--- src/rtl/adc_if_pkg.sv ---
// Shared types and timing defaults for the ADC read path.
// Used by the read controller and its bench.
package adc_if_pkg;

  localparam int DATA_W     = 8;
  localparam int CONV_PULSE = 4;
  localparam int RD_CYCLES  = 3;
  localparam int TIMEOUT    = 64;
  localparam int CNT_W      = 8;

  typedef logic [CNT_W-1:0] cnt_t;

  typedef enum logic [2:0] {
    ST_IDLE,
    ST_CONV,
    ST_WAIT_EOC,
    ST_READ,
    ST_DONE
  } state_t;

  // Counters stop at all-ones instead of wrapping.
  function automatic cnt_t cnt_inc(input cnt_t c);
    return (c == '1) ? c : c + 1'b1;
  endfunction

endpackage

--- src/rtl/sync_2ff.sv ---
// Two-flop synchroniser; resets to all ones so an
// idle active-low input reads inactive.
module sync_2ff #(
  parameter int W = 1
) (
  input  logic         clk,
  input  logic         rst,
  input  logic [W-1:0] d,
  output logic [W-1:0] q
);

  logic [W-1:0] meta;

  always_ff @(posedge clk) begin
    if (rst) begin
      meta <= '1;
      q    <= '1;
    end else begin
      meta <= d;
      q    <= meta;
    end
  end

endmodule

--- src/rtl/adc_read_ctrl.sv ---
// Reader side of the parallel ADC handshake:
// convst pulse, EOC wait with timeout, cs/rd strobe.
module adc_read_ctrl
  import adc_if_pkg::*;
#(
  parameter int DATA_W     = adc_if_pkg::DATA_W,
  parameter int CONV_PULSE = adc_if_pkg::CONV_PULSE,
  parameter int RD_CYCLES  = adc_if_pkg::RD_CYCLES,
  parameter int TIMEOUT    = adc_if_pkg::TIMEOUT
) (
  input  logic              clk,
  input  logic              rst,
  input  logic              start,
  input  logic              eoc_bar,
  input  logic [DATA_W-1:0] adc_data,
  output logic              convst_bar,
  output logic              cs_bar,
  output logic              rd_bar,
  output logic [DATA_W-1:0] sample,
  output logic              sample_valid,
  output logic              busy,
  output logic              timeout_err,
  output logic              overrun
);

  if (CONV_PULSE < 1 || CONV_PULSE > 15) begin : g_bad_cp
    $error("CONV_PULSE out of range 1..15");
  end
  if (RD_CYCLES < 1 || RD_CYCLES > 15) begin : g_bad_rd
    $error("RD_CYCLES out of range 1..15");
  end
  if (TIMEOUT < 2 || TIMEOUT > 255) begin : g_bad_to
    $error("TIMEOUT out of range 2..255");
  end

  localparam cnt_t CP_LAST = cnt_t'(CONV_PULSE - 1);
  localparam cnt_t RD_LAST = cnt_t'(RD_CYCLES - 1);
  localparam cnt_t TO_LAST = cnt_t'(TIMEOUT - 1);

  state_t            state;
  state_t            state_n;
  cnt_t              cnt;
  cnt_t              cnt_n;
  logic              eoc_s;
  logic              rd_q;
  logic              convst_n;
  logic              rd_n;
  logic              busy_n;
  logic              valid_n;
  logic              tmo_n;
  logic              ovr_n;
  logic [DATA_W-1:0] sample_n;

  sync_2ff #(
    .W (1)
  ) u_eoc_sync (
    .clk (clk),
    .rst (rst),
    .d   (eoc_bar),
    .q   (eoc_s)
  );

  assign cs_bar = rd_q;
  assign rd_bar = rd_q;

  always_comb begin
    state_n  = state;
    cnt_n    = cnt;
    convst_n = 1'b1;
    rd_n     = 1'b1;
    busy_n   = 1'b1;
    valid_n  = 1'b0;
    tmo_n    = 1'b0;
    sample_n = sample;
    // Requests outside IDLE are flagged and dropped.
    ovr_n    = start && (state != ST_IDLE);
    unique case (state)
      ST_IDLE: begin
        busy_n = 1'b0;
        if (start) begin
          state_n  = ST_CONV;
          cnt_n    = '0;
          convst_n = 1'b0;
          busy_n   = 1'b1;
        end
      end
      ST_CONV: begin
        if (cnt == CP_LAST) begin
          state_n = ST_WAIT_EOC;
          cnt_n   = '0;
        end else begin
          convst_n = 1'b0;
          cnt_n    = cnt_inc(cnt);
        end
      end
      ST_WAIT_EOC: begin
        // EOC beats the timeout on the final count.
        if (!eoc_s) begin
          state_n = ST_READ;
          cnt_n   = '0;
          rd_n    = 1'b0;
        end else if (cnt == TO_LAST) begin
          state_n = ST_IDLE;
          tmo_n   = 1'b1;
          busy_n  = 1'b0;
        end else begin
          cnt_n = cnt_inc(cnt);
        end
      end
      ST_READ: begin
        if (cnt == RD_LAST) begin
          state_n  = ST_DONE;
          sample_n = adc_data;
          valid_n  = 1'b1;
        end else begin
          rd_n  = 1'b0;
          cnt_n = cnt_inc(cnt);
        end
      end
      ST_DONE: begin
        state_n = ST_IDLE;
        busy_n  = 1'b0;
      end
      default: begin
        state_n = ST_IDLE;
        busy_n  = 1'b0;
      end
    endcase
  end

  always_ff @(posedge clk) begin
    if (rst) begin
      state        <= ST_IDLE;
      cnt          <= '0;
      convst_bar   <= 1'b1;
      rd_q         <= 1'b1;
      sample       <= '0;
      sample_valid <= 1'b0;
      busy         <= 1'b0;
      timeout_err  <= 1'b0;
      overrun      <= 1'b0;
    end else begin
      state        <= state_n;
      cnt          <= cnt_n;
      convst_bar   <= convst_n;
      rd_q         <= rd_n;
      sample       <= sample_n;
      sample_valid <= valid_n;
      busy         <= busy_n;
      timeout_err  <= tmo_n;
      overrun      <= ovr_n;
    end
  end

endmodule
--- config.mk ---
export PLATFORM = sky130hd
export DESIGN_NAME = adc_read_ctrl
export DESIGN_NICKNAME = d
export VERILOG_FILES = /design/src/rtl/adc_if_pkg.sv /design/src/rtl/sync_2ff.sv /design/src/rtl/adc_read_ctrl.sv
export SDC_FILE = /design/constraint.sdc
export NUM_CORES = 1
export LEC_CHECK = 0
export ABC_AREA = 1
export BUFFER_PORTS_ARGS = -buffer_cell sky130_fd_sc_hd__buf_2
export CAP_MARGIN = 20
export CORE_ASPECT_RATIO = 0.9
export CORE_UTILIZATION = 54
export CTS_CLUSTER_SIZE = 30
export DETAILED_ROUTE_END_ITERATION = 16
export GPL_ROUTABILITY_DRIVEN = 0
export PLACE_DENSITY = 0.78
export SETUP_SLACK_MARGIN = 0.3
export SYNTH_ARGS = -nofsm -noshare
export SYNTH_HDL_FRONTEND = slang
export SYNTH_HIERARCHICAL = 1
export SYNTH_SLANG_ARGS = --single-unit
--- constraint.sdc ---
create_clock -name clk -period 1.9 [get_ports clk]
set_input_delay 0.285 -clock clk [delete_from_list [all_inputs] [get_ports clk]]
set_output_delay 0.285 -clock clk [all_outputs]
set_load 0.01 [all_outputs]
# Word-level counts from Yosys, hierarchy flattened
# Cells that the tools add are included.
# totals
out_inout_bits,15
regBits,27
wordCells,62
in_bits,12
# op_classes
bitwise,3
mux,24
n_eq_ne,13
addsub,1
n_reduce_logical,10
# op_table
operator,n
$mux 8,6
$pmux 8 s4,1
$eq 8x2->1 const B,2
$mux 3,5
$pmux 3 s4,1
$add 8x1->8 const B,1
$eq 8x6->1 const B,1
$eq 8x8->1 const B,1
$mux 1,8
$ne 2x2->1 const B,4
$reduce_and 4->1,2
$eq 3x2->1 const B,2
$ne 3x3->1 const B,2
$pmux 1 s2,2
$reduce_bool 4->1,1
$reduce_or 2->1,2
$eq 3x1->1 const B,1
$logic_not 3->1,1
$not 1->1,3
$pmux 1 s3,1
$reduce_bool 3->1,1
$reduce_or 3->1,1
$reduce_and 2->1,1
$logic_and 1x1->1,1

# Longest topological paths before layout
# logic_depth
ltp_word,5
ltp_mapped,10
mapped_depth_nobuf,10

# Hierarchy
# The synthesis kept the hierarchy.
# modules_own_cells
mod,area_per_inst_um2,seq_area_each_um2,cells_each,n_inst
adc_read_ctrl,1330.0,500.5,200,1
sync_2ff,58.8,40.0,7,1

# Least setup slack after synthesis
# Ideal clock, no wire load.
# synth_timing
path_kind,register to register
from,register cnt[1]
to,register state[0]
arrival_ns,1.229
setup_ns,0.114
path_buffers,0
setup_slack_ns,0.558
stages_incl_launch_ff,9
synth_period_minus_slack_ns,1.342
required_ns,1.786
cell_sequence,dfxtp_1 ha_1 nand2_1 inv_1 nand3_1 a21boi_2 nand2_2 o21bai_1 inv_1
# synth_via
elab_chain_cells,3
word_cells_on_any_way,7
classes_between,6 x eq/ne; 1 x reduce/logical
# synth_lines
element,line,source
"start, declared",adc_read_ctrl.sv:42,cnt_t cnt;
"start signal, assigned",adc_read_ctrl.sv:144,cnt <= cnt_n;
$eq 8x6->1 (tied with other cells),adc_read_ctrl.sv:102,end else if (cnt == TO_LAST) begin
$ne 3x3->1 (no line) or $ne 2x2->1 (tied branches),--,
$reduce_and 4->1 (no line) *,--,
"end signal, assigned",adc_read_ctrl.sv:143,state <= state_n;
"end, declared",adc_read_ctrl.sv:40,state_t state;
# Mark *: on every way between the ends. The rest lies on a longest branch, timed or not.
# A chain may end at the register's enable or synchronous reset.

# Worst setup path in the final report
# layout_timing
from,register cnt[0]
to,register state[0]
# The elaborated chain is that of the path after synthesis.

==> flow_summary.yaml <==
worst_setup_path:
  path_class: "reg -> reg"
  r2r_setup_slack_ps: 420
  critPathArrivalTime_ps: 1720
  crit_required_ps: 2150
  cp_max_fo: 5
  start_kind: "register"
  critPathCaptureType: "register"
die:
  die_width_um: 55.46
  initial_core_util: 0.5678
  io_pins: 27
  fp.dieH_um: 50.11
  dieArea_um2: 2779
  core_area_um2: 2446
  num_rows: 17
run:
  drv_cap: 0
global_routing:
  gr-total-overflow: 0
  grt_max_degree: 18
  grt_pass1_wl_mm: 5.002
  antenna_found_initial: 0
  grt_use_total: 0.2290
  grt_pass1_vias: 1154
drt:
  dr.pass1.iters: 4
  wl_per_cell_um: 10.48
  dr.first_iter.drc_count: 24
  viasPerCell: 4.923
  vias: 1285
  routed_wl_mm: 2.735
  drc: 0
  ant_nets: 0
final_layout:
  num_antenna_cells: 0
  drive_above_1_share: 0.2318
  final_cell_mix: "48 x nand2_1, 40 x nor2_1, 26 x inv_1, 26 x buf_2, 25 x dfxtp_1"
  layout_commonest_cell: "nand2_1"
  post-route-cell-area_um2: 1578
  syn_to_final_growth_pct: 13.60
  nets: 248
  fill_cells: 222
clock_network:
  h-tree-depth: 1
  cts_root_buf: "clkbuf_4"
  holdBufCountCts: 0
  path_clk_slew_ps: 150
  cts_buffers: 3
  clock_path_buffers: 2
  cts_sinks: 27
  post_cts.repair.setup_buffers: 0
  cts_tree: "yes"
  clkLatencyLatePin_ps: 330
timing:
  fmax_ghz: 0.6761
  finalMaxSlewViolations: 0
  finClkSkew_ps: 3.693
  fin_setup_tns_ps: 0
  hold_violations: 0
  rsz0062_at_grt: "yes"
  post-route-period-util: 0.7785
  fin_crit_ps: 1479
  tightestPinTransition_ps: 468.0
  relSlewSlack: 0.6876
  finalSetupViolations: 0
power_and_ir_drop:
  p_clk_frac: 0.156
  p_leak_nw: 0.7850
  power_switching_w: 0.0006737
  sw_frac_of_total: 0.4105
  pwr-share-comb: 0.422
  powerDensity_nw_per_um2: 1040
  vdd_drop_max_mv: 0.7863
  p_seq_frac: 0.422
  p_int_w: 0.0009676
place:
  dp_hpwl_mm: 2.114
  io_buffers: 26
  placed_area_um2: 1526
logic_synthesis:
  syn-cell-area_um2: 1389
  synth_warnings: 6
  netlist_instances: 207
  yosysSeqAreaShare: 0.3892
  syn_avg_cell_area_um2: 6.709
  syn-num-nets: 221
  synth_seq_cells: 27
  synth_cell_types: 26
worst_hold_path:
  hold_path_class: "in -> reg"
status:
  status: "finished clean"
==> sequential cells by signal (all words and copies together), names as in the netlist <==
signal	cells
sample	8
convst_bar	1
cs_bar	1
state	3
overrun	1
cnt	8
sample_valid	1
timeout_err	1
busy	1
u_eoc_sync/meta	1
u_eoc_sync/q	1
==> per-stage QoR <==
stage	setup WS [ps]	utilization	hold WS (ps)	total power [W]	instances
finish	420.9	0.6450	120.3	0.001641	261
global route	292.3	0.6450	113.9	0.001784	261
CTS	330.7	0.6384	112.4	0.001639	261
detailed placement	298.0	0.6240	391.9	0.001379	257
global placement	352.4	0.6240	383.5	0.001375	257
floorplan	557.5	-	376.8	0.001235	207
==> timing repair <==
action                                 CTS  global route
setup endpoints to repair                2             8
resized for setup                        3             4
endpoints found under the hold margin    0             0
pin swaps                                1             1
==> routing by layer <==
metal	vias to the layer above	track usage	part of all wire
li1	698	-	-
met2	25	0.3675	0.46
met5	-	0	0
met4	0	0.07500	0.0095
met1	560	0.3058	0.49
met3	2	0.04987	0.036
==> power groups by stage <==
stage | Clock, W | Sequential (W) | Combinational, W
CTS | 0.000266 | 0.000690 | 0.000683
global route | 0.000288 | 0.000703 | 0.000793
finish | 0.000255 | 0.000693 | 0.000693
detailed placement | 0 | 0.000698 | 0.000681
global placement | 0 | 0.000696 | 0.000678
floorplan | 0 | 0.000707 | 0.000527
==> worst max-delay path, stage by stage, from the launching register on <==
cell and delay (ps):
dfxtp_2 380, ha_2 220, nand2_1 100, inv_2 90, nand3_2 120, a21boi_2 200, nand2_2 100, o21bai_1 140
inv_1 50
==> logic make-up after synthesis <==
group / after synthesis / share of synthesized area
fa+ha+maj: 2 / 0.01802
simple gates: 121 / 0.3964
buf+inv: 34 / 0.1009
compound gates: 23 / 0.09550
flops: 27 / 0.3892
==> cell usage after synthesis <==
cell	instances	area share
inv_2	3	0.0081
a21oi_1	7	0.025
nand4_1	3	0.014
buf_6	1	0.0081
buf_2	1	0.0036
nor2_4	4	0.032
o21bai_1	1	0.0054
nor2_2	3	0.014
nor3_1	3	0.011
o2111ai_1	1	0.0063
dfxtp_1	27	0.39
nand2_4	1	0.0081
o211ai_1	1	0.0054
nor2_1	40	0.11
nand2_2	5	0.023
a21boi_2	1	0.0081
ha_1	2	0.018
nand3_2	2	0.014
nand2_1	48	0.13
inv_1	27	0.073
o21ai_0	10	0.036
buf_4	1	0.0054
nand3_1	12	0.043
clkbuf_1	1	0.0027
o21a_1	1	0.0054
o21ai_1	1	0.0036
==> cell type report <==
cell class / instances / area [um2] / share of cell area
inverter: 30 / 112.6 / 0.07137
clock buffer: 3 / 22.52 / 0.01427
timing repair buffer: 26 / 130.1 / 0.08247
clock inverter: 1 / 7.507 / 0.004758
multi-input combinational: 146 / 724.4 / 0.4592
sequential: 27 / 545.5 / 0.3458
tap: 28 / 35.03 / 0.02220
==> path summary, 6_finish.rpt <==
path / from / endpoint / cells after the start
setup / recovery: cnt[0] / state[0] / 8
hold / removal: eoc_bar / u_eoc_sync/meta / 3
setup reg to reg: cnt[0] / state[0] / 8
hold reg to reg: u_eoc_sync/meta / u_eoc_sync/q / 2
No activity file was read; power rests on OpenSTA's default activity.
